$ cat config.mk
export PLATFORM = sky130hd
export DESIGN_NAME = conv_row_sequencer_flat
export DESIGN_NICKNAME = d
export VERILOG_FILES = /design/src/rtl/conv_row_sequencer_if.sv /design/src/rtl/conv_row_sequencer.sv /design/src/flat_wrapper.sv
export SDC_FILE = /design/constraint.sdc
export NUM_CORES = 1
export LEC_CHECK = 0
export CAP_MARGIN = 20
export CORE_MARGIN = 2
export CORE_UTILIZATION = 30
export DETAILED_ROUTE_END_ITERATION = 8
export GPL_TIMING_DRIVEN = 0
export MAX_ROUTING_LAYER = met4
export PLACE_DENSITY = 0.64
export SLEW_MARGIN = 25
export SYNTH_ARGS = -nofsm -noshare
export SYNTH_HDL_FRONTEND = slang
export SYNTH_SLANG_ARGS = --single-unit
export TNS_END_PERCENT = 5
$ cat constraint.sdc
create_clock -name clk -period 2.2 [get_ports clk]
set_input_delay 0.22 -clock clk [delete_from_list [all_inputs] [get_ports clk]]
set_output_delay 0.22 -clock clk [all_outputs]
set_load 0.01 [all_outputs]
$ cat src/rtl/conv_row_sequencer_if.sv
// conv_row_sequencer_if
//   Bundles the sequencer's control/handshake signals.
//   master : the sequencer (drives commands, stage code, accumulator gates,
//            output-row valid, status pulses; receives start/ack/ready)
//   slave  : the surrounding datapath / testbench
interface conv_row_sequencer_if #(
  parameter int ROW_W = 3
);
  logic             start;
  logic [1:0]       if_cmd;
  logic [ROW_W-1:0] if_row;
  logic [1:0]       if_ack;
  logic [2:0]       stage;
  logic [3:0]       weight_addr;
  logic             acc_clear;
  logic             acc_en;
  logic             out_valid;
  logic [ROW_W-1:0] out_row;
  logic             out_ready;
  logic             busy;
  logic             done;
  logic             err;

  modport master (
    input  start, if_ack, out_ready,
    output if_cmd, if_row, stage, weight_addr, acc_clear, acc_en,
           out_valid, out_row, busy, done, err
  );

  modport slave (
    output start, if_ack, out_ready,
    input  if_cmd, if_row, stage, weight_addr, acc_clear, acc_en,
           out_valid, out_row, busy, done, err
  );
endinterface

$ cat src/rtl/conv_row_sequencer.sv
// conv_row_sequencer
//   Moore sequencer for one convolution image pass. For each output row r it
//   clears the accumulators, then for each kernel row k loads image row r+k
//   through the cmd/ack input interface and steps the KERNEL_SIZE kernel
//   columns with accumulation enabled, then offers row r downstream with a
//   valid/ready handshake.
// Ports
//   clk    : rising-edge clock
//   rst_n  : asynchronous reset, ACTIVE HIGH despite the name
//   bus    : conv_row_sequencer_if.master (start, if_cmd/if_row/if_ack,
//            stage, weight_addr, acc_clear, acc_en, out_valid/out_row/
//            out_ready, busy, done, err)
// KERNEL_SIZE must be 2 or 3: stage codes 2..4 cover at most three kernel rows.
module conv_row_sequencer #(
  parameter int IMAGE_SIZE  = 8,
  parameter int KERNEL_SIZE = 3,
  parameter int ROW_W       = 3
) (
  input  logic                  clk,
  input  logic                  rst_n,
  conv_row_sequencer_if.master  bus
);

  // Encodings equal the published stage codes; STAGE_ROW_k shares one
  // state and adds k when the code is emitted.
  typedef enum logic [2:0] {
    S_INIT = 3'd0,
    S_PREP = 3'd1,
    S_ROW  = 3'd2,
    S_WB   = 3'd5,
    S_IDLE = 3'd7
  } state_e;

  localparam logic [ROW_W-1:0] LAST_ROW = ROW_W'(IMAGE_SIZE - KERNEL_SIZE);
  localparam logic [1:0]       LAST_K   = 2'(KERNEL_SIZE - 1);

  state_e           state_q, state_d;
  logic [ROW_W-1:0] r_q, r_d;
  logic [1:0]       k_q, k_d;
  logic [1:0]       c_q, c_d;
  logic             done_q, done_d;
  logic             err_q, err_d;

  always_ff @(posedge clk or posedge rst_n) begin
    if (rst_n) begin
      state_q <= S_IDLE;
      r_q     <= '0;
      k_q     <= '0;
      c_q     <= '0;
      done_q  <= 1'b0;
      err_q   <= 1'b0;
    end else begin
      state_q <= state_d;
      r_q     <= r_d;
      k_q     <= k_d;
      c_q     <= c_d;
      done_q  <= done_d;
      err_q   <= err_d;
    end
  end

  // Next state and counters. Counters only move on the listed transitions,
  // so stalls in PREP (no ack) and WB (no ready) leave them untouched.
  always_comb begin
    state_d = state_q;
    r_d     = r_q;
    k_d     = k_q;
    c_d     = c_q;
    done_d  = 1'b0;
    err_d   = 1'b0;
    case (state_q)
      S_IDLE: begin
        if (bus.start) begin
          r_d     = '0;
          k_d     = '0;
          c_d     = '0;
          state_d = S_INIT;
        end
      end
      S_INIT: state_d = S_PREP;
      S_PREP: begin
        // 2'b10 is reserved and falls through as "no response"
        if (bus.if_ack == 2'b01) begin
          c_d     = '0;
          state_d = S_ROW;
        end else if (bus.if_ack == 2'b11) begin
          err_d   = 1'b1;
          state_d = S_IDLE;
        end
      end
      S_ROW: begin
        if (c_q == LAST_K) begin
          c_d = '0;
          if (k_q != LAST_K) begin
            k_d     = k_q + 2'd1;
            state_d = S_PREP;
          end else begin
            state_d = S_WB;
          end
        end else begin
          c_d = c_q + 2'd1;
        end
      end
      S_WB: begin
        if (bus.out_ready) begin
          if (r_q == LAST_ROW) begin
            done_d  = 1'b1;
            state_d = S_IDLE;
          end else begin
            r_d     = r_q + ROW_W'(1);
            k_d     = '0;
            state_d = S_INIT;
          end
        end
      end
      default: state_d = S_IDLE;
    endcase
  end

  // Moore outputs: pure decode of registered state/counters.
  always_comb begin
    bus.stage       = state_q;
    bus.if_cmd      = 2'b00;
    bus.if_row      = '0;
    bus.weight_addr = '0;
    bus.acc_clear   = 1'b0;
    bus.acc_en      = 1'b0;
    bus.out_valid   = 1'b0;
    bus.out_row     = '0;
    bus.busy        = (state_q != S_IDLE);
    bus.done        = done_q;
    bus.err         = err_q;
    case (state_q)
      S_INIT: bus.acc_clear = 1'b1;
      S_PREP: begin
        bus.if_cmd = 2'b01;
        bus.if_row = r_q + ROW_W'(k_q);
      end
      S_ROW: begin
        bus.stage       = 3'd2 + 3'(k_q);
        bus.acc_en      = 1'b1;
        bus.weight_addr = 4'(k_q) * 4'(KERNEL_SIZE) + 4'(c_q);
      end
      S_WB: begin
        bus.out_valid = 1'b1;
        bus.out_row   = r_q;
      end
      default: ;
    endcase
  end

endmodule

$ cat src/flat_wrapper.sv
// flat-port wrapper written by rule: the top's interface ports become plain ports
module conv_row_sequencer_flat 
#(
  parameter int IMAGE_SIZE  = 8,
  parameter int KERNEL_SIZE = 3,
  parameter int ROW_W       = 3
)
  (clk, rst_n, bus_start, bus_if_ack, bus_out_ready, bus_if_cmd, bus_if_row, bus_stage, bus_weight_addr, bus_acc_clear, bus_acc_en, bus_out_valid, bus_out_row, bus_busy, bus_done, bus_err);
  conv_row_sequencer_if #(.ROW_W(ROW_W)) bus_i ();
  input  logic clk;
  input  logic rst_n;
  input wire logic [$bits(bus_i.start)-1:0] bus_start;
  input wire logic [$bits(bus_i.if_ack)-1:0] bus_if_ack;
  input wire logic [$bits(bus_i.out_ready)-1:0] bus_out_ready;
  output wire logic [$bits(bus_i.if_cmd)-1:0] bus_if_cmd;
  output wire logic [$bits(bus_i.if_row)-1:0] bus_if_row;
  output wire logic [$bits(bus_i.stage)-1:0] bus_stage;
  output wire logic [$bits(bus_i.weight_addr)-1:0] bus_weight_addr;
  output wire logic [$bits(bus_i.acc_clear)-1:0] bus_acc_clear;
  output wire logic [$bits(bus_i.acc_en)-1:0] bus_acc_en;
  output wire logic [$bits(bus_i.out_valid)-1:0] bus_out_valid;
  output wire logic [$bits(bus_i.out_row)-1:0] bus_out_row;
  output wire logic [$bits(bus_i.busy)-1:0] bus_busy;
  output wire logic [$bits(bus_i.done)-1:0] bus_done;
  output wire logic [$bits(bus_i.err)-1:0] bus_err;
  assign bus_i.start = bus_start;
  assign bus_i.if_ack = bus_if_ack;
  assign bus_i.out_ready = bus_out_ready;
  assign bus_if_cmd = bus_i.if_cmd;
  assign bus_if_row = bus_i.if_row;
  assign bus_stage = bus_i.stage;
  assign bus_weight_addr = bus_i.weight_addr;
  assign bus_acc_clear = bus_i.acc_clear;
  assign bus_acc_en = bus_i.acc_en;
  assign bus_out_valid = bus_i.out_valid;
  assign bus_out_row = bus_i.out_row;
  assign bus_busy = bus_i.busy;
  assign bus_done = bus_i.done;
  assign bus_err = bus_i.err;
  conv_row_sequencer #(.IMAGE_SIZE(IMAGE_SIZE), .KERNEL_SIZE(KERNEL_SIZE), .ROW_W(ROW_W)) u_core (.clk(clk), .rst_n(rst_n), .bus(bus_i));
endmodule
==> summary by stage <==
Run status
The final reports fail on negative setup slack. The run finished, with violations left.

GRT
The total global routing track utilization is between 15 and 20%. The first global-routing pass estimated between 4000 and 5000 um of wire. Entering global routing, the biggest net connects 13 pins. The total congestion overflow is 0. The via count of the first global-routing pass came to 829. The number of antenna violations at the first check in global routing is 0.

Synthesis
The number of warnings printed during yosys synthesis is 0. Summing the sequential cell areas from Yosys gives 32.7% of the chip area. The XOR/XNOR share of the synthesized area is less than 1%. The number of instances in the synthesized netlist is slightly above 100. Yosys mapped a number of flops with a built-in enable equal to 0.

The number of different library cells in the post-synthesis netlist is 39. Counting flops with an async set or reset pin after synthesis yields a share of 100%. Of the total synthesized cell area, the portion taken by AND, OR, NAND and NOR gates is 27.3%. The most frequently used flop master after synthesis is sky130_fd_sc_hd__dfrtp_1. The combinational family with the most area after synthesis is simple AND/OR/NAND/NOR gates. Summing every instance area after synthesis gives around 930 um^2.

By area the synthesized netlist is led by sky130_fd_sc_hd__dfrtp_1 (24%), sky130_fd_sc_hd__dfstp_2 (8.5%), sky130_fd_sc_hd__ha_1 (8.1%). In this run, synthesis produced a sequential element count of 12. Of the total synthesized cell area, the portion taken by full adders, half adders and majority gates is approximately 15%.

The synthesized design devotes to its leading area cell type about a quarter of total area. Measured against the total synthesized area, the mux share comes to 4.70%. The number of nets handed over by synthesis was between 100 and 150. A synthesized cell averages 9.22 um^2. Summing the areas of all compound-gate instances in the mapped netlist gives about 14% of the synthesized area. The cell type with the largest total area after synthesis is sky130_fd_sc_hd__dfrtp_1.

Run
Across the run, the number of max-cap violations was 0.

Cells and area
The leading cell type in the layout, fill and taps excluded is sky130_fd_sc_hd__clkdlybuf4s50_1. The final net count is roughly 150. The top cell types in the final layout, fill and taps aside, are sky130_fd_sc_hd__clkdlybuf4s50_1 (14), sky130_fd_sc_hd__and2_1 (10), sky130_fd_sc_hd__buf_4 (7), sky130_fd_sc_hd__dfrtp_1 (7), sky130_fd_sc_hd__nor2_1 (6). Measured on the finished design, the core utilization comes to 43.1%.

0 antenna diodes ended up in the layout. The count of cells in the finished layout, fillers not included, comes to ~170. Counting the fill cells in the layout gives between 300 and 400. The synthesis-to-layout area growth is 39.0%. The post-route netlist has a little over a quarter of its cells at a drive strength greater than 1.

Setup path
Data arrives at the worst endpoint at between 2000 and 2500 ps. The path type of the worst setup path is register to primary output. The launching instance or port of the critical path is u_core.k_q[0].

The worst-case register-to-register setup slack is between 300 and 400 ps. For the worst setup path, the data required time is between 1500 and 2000 ps. The critical path endpoint category is a primary output.

In this run the worst path has a maximum fanout of 2. The worst setup path is launched from a register. The startpoint identified for the worst register-to-register timing path is u_core.state_q[1].

Timing
The timing-limited maximum frequency is ~0.43 GHz. After layout, the minimum clock period comes to 2300 ps. The worst slew slack as a fraction of its limit is about 67%. The tightest hold path in the finished design has a slack of 264 ps. The post-route worst setup slack is -100 ps.

The final setup skew is 10.2 ps. The share of the cycle needed by the critical path after routing is 105%. The total of endpoints with negative setup slack in the final report is 2. Setup repair after global routing could not meet its margin everywhere. The number of max-slew violations in the final report is 0.

For the pin with the worst max-slew slack, the measured transition is 500 ps. The final number of hold-violating endpoints is 0.

Detailed routing
After detailed routing, the number of remaining DRC violations is 0. The count of routing violations after the opening detailed-route iteration is 6. The first-pass iteration count of the detailed router is 4. The routed wire length per instance is 14.2 um.

The total routed wirelength is 2360 um. The remaining antenna violation count after routing is 0. In the routed layout, each cell is associated on average with a via count of 5.01. The via count of the routed design is 832.

Floorplanning
The floorplan has 20 rows. The area inside the core boundary is 0.00300 mm^2. The top-level I/O count is 27. The die height is 59.7 um.

The initial core utilization is a little under a third. The floorplan step defined a die boundary enclosing 0.00356 mm^2. The floorplan die width is around 60 um.

Clocking
For the worst-skew pair, the clock arrives at the later sink with an insertion delay of around 290 ps. After clock tree synthesis, the clock-pin slew on the worst setup and hold paths is about 90 ps. The clock passes through at most 2 buffers. Clock tree synthesis selected as its root buffer the cell sky130_fd_sc_hd__clkbuf_4. In this run, CTS created clock tree buffers numbering 3. Hold repair after CTS inserted 0 buffers. The count of clock tree sinks is 12.

In this run the number of H-tree levels came out at 1. TritonCTS built the clock tree.

Placement
The count of port buffers added during placement is 25. The HPWL after detailed placement is around 1700 um. The congestion estimate from routability-driven global placement came to 0.869. After detailed placement, the design holds a cell count of around 160.

Pwr
The post-route total power is between 0.0015 and 0.002 W. The power per cell area is 1240 mW/mm^2. The worst supply voltage drop on vdd is between 0.0005 and 0.0006 V. The static leakage is between 0.6 and 0.7 nW.

Worst hold path
The worst hold path belongs to the class input pin to asynchronous set/reset pin.
area by class of cell:
class,count,area [um^2],share of cell area (%)
well taps,33,41.3,3.19
plain buffers,6,45.0,3.48
multi-input cells,78,597,46.1
repair buffers,28,244,18.9
clock buffers,4,36.3,2.80
inverters,5,23.8,1.84
flip-flops and latches,12,307,23.7
state kept, by name, indices dropped and copies added, names as in the netlist:
signal,flops
u_core.bus.done,1
u_core.bus.err,1
u_core.c_q,2
u_core.k_q,2
u_core.r_q,3
u_core.state_q,3
power by group:
| part | total (W) | internal, W | switching, W |
|---|---|---|---|
| Sequential | 0.000396 | 0.000322 | 0.0000735 |
| Clock | 0.000184 | 0.000101 | 0.0000836 |
| Combinational | 0.00103 | 0.000496 | 0.000530 |
| Total | 0.00161 | 0.000920 | 0.000687 |
worst paths after layout:
path                                      end  cells after the start
setup / recovery           bus_weight_addr[2]                      5
hold / removal                 u_core.bus.err                      2
setup reg to reg                u_core.r_q[0]                      5
hold reg to reg                 u_core.c_q[0]                      1
max in group asynchronous       u_core.k_q[0]                      2
min in group clk                u_core.c_q[0]                      1
synth_stat cells, types with 2 or more instances:
library cell and count:
sky130_fd_sc_hd__dfstp_2 3, sky130_fd_sc_hd__nor3b_1 3, sky130_fd_sc_hd__mux2_2 3, sky130_fd_sc_hd__fa_1 3, sky130_fd_sc_hd__nor3_1 4, sky130_fd_sc_hd__clkbuf_1 2
sky130_fd_sc_hd__a21o_1 3, sky130_fd_sc_hd__o21ai_0 4, sky130_fd_sc_hd__buf_4 2, sky130_fd_sc_hd__buf_2 2, sky130_fd_sc_hd__nor2b_1 2, sky130_fd_sc_hd__ha_1 6
sky130_fd_sc_hd__inv_1 4, sky130_fd_sc_hd__nand3_1 4, sky130_fd_sc_hd__dfrtp_1 9, sky130_fd_sc_hd__and2_1 10, sky130_fd_sc_hd__o22ai_1 2, sky130_fd_sc_hd__nand2_1 6
sky130_fd_sc_hd__nor2_1 7, sky130_fd_sc_hd__and3_1 3
critical path, stage by stage, from the launching register on:
cell                      delay (ps)
sky130_fd_sc_hd__dfrtp_2         430
sky130_fd_sc_hd__fa_1            550
sky130_fd_sc_hd__ha_2            170
sky130_fd_sc_hd__fa_1            390
sky130_fd_sc_hd__and2_1          140
sky130_fd_sc_hd__buf_2           130
metal layers:
metal | wire length (um) | GRT usage [%] | share of wire, % | up-vias
met3 | 105 | 4.55 | 4.5 | 4
met1 | 1170 | 21.3 | 50 | 393
met5 | 0 | - | 0 | -
li1 | - | - | - | 416
met4 | 26 | 3.81 | 1.1 | 0
met2 | 1060 | 23.9 | 45 | 19
logic make-up (layout without fill, tap and decap cells):
| kind of cell | after synthesis | count (layout) |
|---|---|---|
| buffers and inverters | 11 | 43 |
| DFF | 12 | 12 |
| adders and majority gates | 9 | 9 |
| AOI/OAI and AO/OA | 18 | 18 |
| and+or+nand+nor | 45 | 45 |
| other | 1 | 1 |
| xor gates and xnor gates | 1 | 1 |
| muxes | 4 | 4 |
per-stage QoR:
step | TNS [ps] | cell area (um^2) | setup WS [ps]
after global routing | -280 | 1290 | -165
after detailed placement | -1060 | 1220 | -369
after floorplan | 0 | 931 | 212
final | -108 | 1290 | -100
after CTS | -140 | 1290 | -114
after global placement | -797 | 1220 | -355
what timing repair did:
| item | in CTS | in global routing |
|---|---|---|
| gates resized for setup | 29 | 15 |
| endpoints found under the setup margin | 15 | 12 |
| pin swaps | 2 | 2 |
| buffers inserted | 3 | 0 |
No activity file was read; power rests on OpenSTA's default activity.
